File: config.mk
export PLATFORM = sky130hd
export DESIGN_NAME = vector_load_buffer
export DESIGN_NICKNAME = d
export VERILOG_FILES = /design/src/rtl/vector_pkg.sv /design/src/rtl/vec_regfile16x8.sv /design/src/rtl/vector_load_buffer.sv
export SDC_FILE = /design/constraint.sdc
export NUM_CORES = 1
export LEC_CHECK = 0
export CAP_MARGIN = 20
export CORE_MARGIN = 10
export CORE_UTILIZATION = 45
export DETAILED_ROUTE_END_ITERATION = 8
export PLACE_DENSITY_LB_ADDON = 0.3
export SYNTH_ARGS = -nofsm -noshare
export SYNTH_HDL_FRONTEND = slang
export SYNTH_SLANG_ARGS = --single-unit
File: constraint.sdc
create_clock -name clk -period 6.85 [get_ports clk]
set_input_delay 1.0275 -clock clk [delete_from_list [all_inputs] [get_ports clk]]
set_output_delay 1.0275 -clock clk [all_outputs]
set_load 0.005 [all_outputs]
File: src/rtl/vector_pkg.sv
// Shared definitions for the vector load buffer: state encoding and frame geometry.
package vector_pkg;

  typedef enum logic [1:0] {
    S_FILL      = 2'd0,
    S_KICK      = 2'd1,
    S_WAIT_CALC = 2'd2
  } state_t;

  localparam int VEC_LEN   = 8;
  localparam int MEM_DEPTH = 16;
  localparam int B_BASE    = 8;
  localparam int ADDR_W    = $clog2(MEM_DEPTH);

endpackage

File: src/rtl/vec_regfile16x8.sv
// Vector memory: one synchronous write port, one asynchronous read port, async reset to 0.
module vec_regfile16x8 #(
  parameter int DATA_W = 8,
  parameter int DEPTH  = 16,
  localparam int AW    = $clog2(DEPTH)
) (
  input  logic              clk,
  input  logic              rst,
  input  logic              wr_en,
  input  logic [AW-1:0]     wr_addr,
  input  logic [DATA_W-1:0] wr_data,
  input  logic [AW-1:0]     rd_addr,
  output logic [DATA_W-1:0] rd_data
);

  logic [DATA_W-1:0] mem [DEPTH];

  always_ff @(posedge clk or posedge rst) begin
    if (rst) begin
      for (int i = 0; i < DEPTH; i++) mem[i] <= '0;
    end else if (wr_en) begin
      mem[wr_addr] <= wr_data;
    end
  end

  assign rd_data = mem[rd_addr];

endmodule

File: src/rtl/vector_load_buffer.sv
// Byte-stream loader for the dot-product engine: fills a 16-entry frame, kicks the engine, waits for done.
// Optional running byte checksum output when VLB_CHECKSUM_EN is defined.
module vector_load_buffer
  import vector_pkg::*;
#(
  parameter int DATA_W = 8,
  parameter int DEPTH  = MEM_DEPTH,
  localparam int AW    = $clog2(DEPTH)
) (
  input  logic              clk,
  input  logic              rst,
  input  logic              in_valid,
  input  logic [DATA_W-1:0] in_data,
  output logic              in_ready,
  input  logic              clear,
  input  logic [AW-1:0]     rd_addr,
  output logic [DATA_W-1:0] rd_data,
  output logic              calc_start,
  input  logic              calc_done,
  output logic              busy,
  output logic [AW:0]       load_count
`ifdef VLB_CHECKSUM_EN
  ,
  output logic [DATA_W-1:0] checksum
`endif
);

  state_t        state;
  logic [AW-1:0] wr_ptr;
  logic          wr_en;

  assign in_ready = (state == S_FILL);
  // clear has priority over an accept on the same edge
  assign wr_en    = in_ready && in_valid && !clear;

  vec_regfile16x8 #(
    .DATA_W (DATA_W),
    .DEPTH  (DEPTH)
  ) u_regfile (
    .clk     (clk),
    .rst     (rst),
    .wr_en   (wr_en),
    .wr_addr (wr_ptr),
    .wr_data (in_data),
    .rd_addr (rd_addr),
    .rd_data (rd_data)
  );

  always_ff @(posedge clk or posedge rst) begin
    if (rst) begin
      state      <= S_FILL;
      wr_ptr     <= '0;
      load_count <= '0;
      calc_start <= 1'b0;
      busy       <= 1'b0;
`ifdef VLB_CHECKSUM_EN
      checksum   <= '0;
`endif
    end else begin
      case (state)
        S_FILL: begin
          if (clear) begin
            wr_ptr     <= '0;
            load_count <= '0;
`ifdef VLB_CHECKSUM_EN
            checksum   <= '0;
`endif
          end else if (in_valid) begin
            load_count <= load_count + (AW+1)'(1);
`ifdef VLB_CHECKSUM_EN
            checksum   <= checksum + in_data;
`endif
            // pointer parks on the last slot until the frame is released
            if (wr_ptr == AW'(DEPTH-1)) begin
              state      <= S_KICK;
              calc_start <= 1'b1;
              busy       <= 1'b1;
            end else begin
              wr_ptr <= wr_ptr + AW'(1);
            end
          end
        end
        S_KICK: begin
          calc_start <= 1'b0;
          state      <= S_WAIT_CALC;
        end
        S_WAIT_CALC: begin
          if (calc_done) begin
            state      <= S_FILL;
            busy       <= 1'b0;
            wr_ptr     <= '0;
            load_count <= '0;
`ifdef VLB_CHECKSUM_EN
            checksum   <= '0;
`endif
          end
        end
        default: begin
          state      <= S_FILL;
          calc_start <= 1'b0;
          busy       <= 1'b0;
        end
      endcase
    end
  end

endmodule

==> results.yml <==
detailed_routing:
  dr.pass1.iters: 4
  num_vias: 3769
  wirelength_um: 14600
  vias_per_cell: 5.71
  drc: 0
  ant_nets: 0
  drt_iter0_drc: 240
  wl_per_cell_um: 22.1
grt:
  antenna_found_initial: 0
  grt_pass1_vias: 4083
  grt_first_pass_wirelength_um: 23500
  overflow: 0
  track_usage_pct: 15.3
  grt_max_degree: 80
yosys:
  yosysWarnings: 0
  synth_top_area_share_pct: 52.5
  ys_seq_elements: 141
  yosysUniqueCellTypes: 37
  synth_area_per_cell_sq_um: 15.4
  syn_inst: 437
  synth-async-reset-ratio_pct: 100
  synth_fp_nets: 459
  yosysSeqAreaShare_pct: 52.5
  synth_ff_type: "dfrtp_1"
  synth_top_area_cell: "dfrtp_1"
  netlist_area_sq_mm: 0.00672
  synth_area_leaders: "dfrtp_1 (53%), mux2_2 (18%), mux4_2 (11%)"
  synth_edf_count: 0
die:
  die_y_um: 142
  fp.coreArea_sq_mm: 0.0146
  start_util_pct: 46.0
  io_pins: 33
  fp.dieW_um: 142
  die-area_sq_mm: 0.0202
  fp-row-count: 44
placed_design:
  dp_hpwl_um: 9250
  port_buffers: 32
  place.gp.congestion: 0.791
power:
  switchingPower_uw: 560
  finalPower_mw: 2.46
  p_per_area_mw_per_mm2: 315
  pwr-share-clk_pct: 43.7
  peakVddDrop_uv: 210
  p_leak_nw: 3.71
  seqPwrFrac_pct: 42.6
  internal_power_mw: 1.90
  combPwrFrac_pct: 13.6
  swShare_pct: 22.8
cells_and_area:
  fin_util_pct: 53.6
  layout_commonest_cell: "dfrtp_1"
  drive_above_1_share_pct: 45.6
  final_nets: 485
  n_fill_cell: 1171
  final_cell_mix: "dfrtp_1 (141), mux2_2 (105), mux4_2 (32)"
  antenna_cells_inserted: 0
  syn2layout_area_growth_pct: 16.4
clock_tree:
  h-tree-depth: 4
  cts_tree: "done"
  clk_pin_slew_ns: 0.06
  postCtsSetupBuffers: 0
  cts_resized: 0
  cts_hold_buf: 0
  cts_num_sinks: 141
  root_buffer: "clkbuf_16"
  clockBufferDepth: 2
  insertion_delay_ns: 0.42
  cts_made_buffers: 17
timing:
  layout_min_cycle_time_ns: 4.72
  clock.fmax_ghz: 0.212
  setup_viol: 0
  hold_viol: 0
  relSlewSlack_pct: 30.8
  tightest_slew_ns: 1.04
  rsz0062_at_grt: "false"
  fin_crit_sh_pct: 68.9
  fin_setup_tns_ns: 0
  report.final.slew_viol_count: 0
  fin_skew_ns: 0.00869
flow_run:
  drv_cap: 0
worst_setup_path:
  arrival_ns: 3.69
  crit_path_end_kind: "output port"
  critical_path_peak_fanout: 19
  worstSetupPathType: "in -> out"
  rrSetupSlack_ns: 4.53
  critPathLaunchType: "input port"
  worstPathRequired_ns: 5.82
worst_hold_path:
  hold_path_class: "reg -> reg"
run_status:
  status: "finished clean"
## state kept, by name, summed over array words and instances (netlist names)
signal / count
u_regfile.mem: 128
load_count: 5
state: 2
calc_start: 1
wr_ptr: 4
busy: 1
## worst max-delay path: stages
cell	delay, ns
clkdlybuf4s50_1	1.14
buf_4	0.38
mux4_2	0.33
a22oi_1	0.20
nand2_1	0.11
clkdlybuf4s50_1	0.47
## path summary, 6_finish.rpt
check                                              start                              to  cells after the start
setup / recovery                              rd_addr[1]                      rd_data[6]                      6
hold / removal             u_regfile.mem[43]$_DFFE_PP0P_   u_regfile.mem[43]$_DFFE_PP0P_                      1
setup reg to reg                    state[1]$_DFFE_PP0P_   u_regfile.mem[31]$_DFFE_PP0P_                      4
min in group asynchronous                            rst            state[0]$_DFFE_PP0P_                      2
max in group asynchronous                            rst  u_regfile.mem[123]$_DFFE_PP0P_                      3
hold reg to reg            u_regfile.mem[43]$_DFFE_PP0P_   u_regfile.mem[43]$_DFFE_PP0P_                      1
## synth_stat cells, drive strengths merged (2+ instances only)
cell,n
inv,6
nor2,8
nand3,10
and2,5
nor2b,3
ha,5
a22oi,16
a22o,2
dfrtp,141
mux2,129
buf,11
clkbuf,16
mux4,32
or2,2
a21oi,3
nand2,26
o21ai,9
## routing by layer
metal  up-vias  global-route usage [%]  wire length (um)
li1       1679                       -                 -
met1      1983                    20.3              6700
met2        94                    23.3              6880
met3        13                    5.11               870
met4         0                    4.68               157
met5         -                       0                 0
## cell families after synthesis
group | after synthesis | synth area share [%]
multiplexers | 162 | 33.9
flip-flops | 141 | 52.5
AND/OR/NAND/NOR | 60 | 6.28
AO/OA/AOI/OAI | 35 | 3.58
buffers and inverters | 34 | 2.81
adder cells (fa/ha/maj) | 5 | 0.932
## final cells by class
cell class	instances	area [sq um]	area share (%)
clock inverters	15	269	3.44
well taps	184	230	2.95
clock buffers	17	425	5.44
inverters	6	27.5	0.352
multi-input cells	262	3000	38.4
flip-flops and latches	141	3530	45.1
repair buffers	35	338	4.32
## through the flow
stage / std cells / area (sq um) / hold WS, ns / setup slack, ns
floorplan: 437 / 6720 / 0.474 / 2.04
detailed placement: 628 / 7120 / 0.487 / 2.15
CTS: 660 / 7820 / 0.501 / 2.14
finish: 660 / 7820 / 0.501 / 2.13
global route: 660 / 7820 / 0.512 / 2.00
global placement: 628 / 7120 / 0.482 / 2.19
## power groups by stage
stage	Sequential (mW)	Clock (mW)	Combinational (mW)
6_report	1.05	1.08	0.335
5_1_grt	1.07	1.13	0.366
4_1_cts	1.05	1.10	0.340
3_5_place_dp	1.06	0	0.340
3_3_place_gp	1.05	0	0.325
2_1_floorplan	1.03	0	0.265
Power figures use the tool's default switching activity.
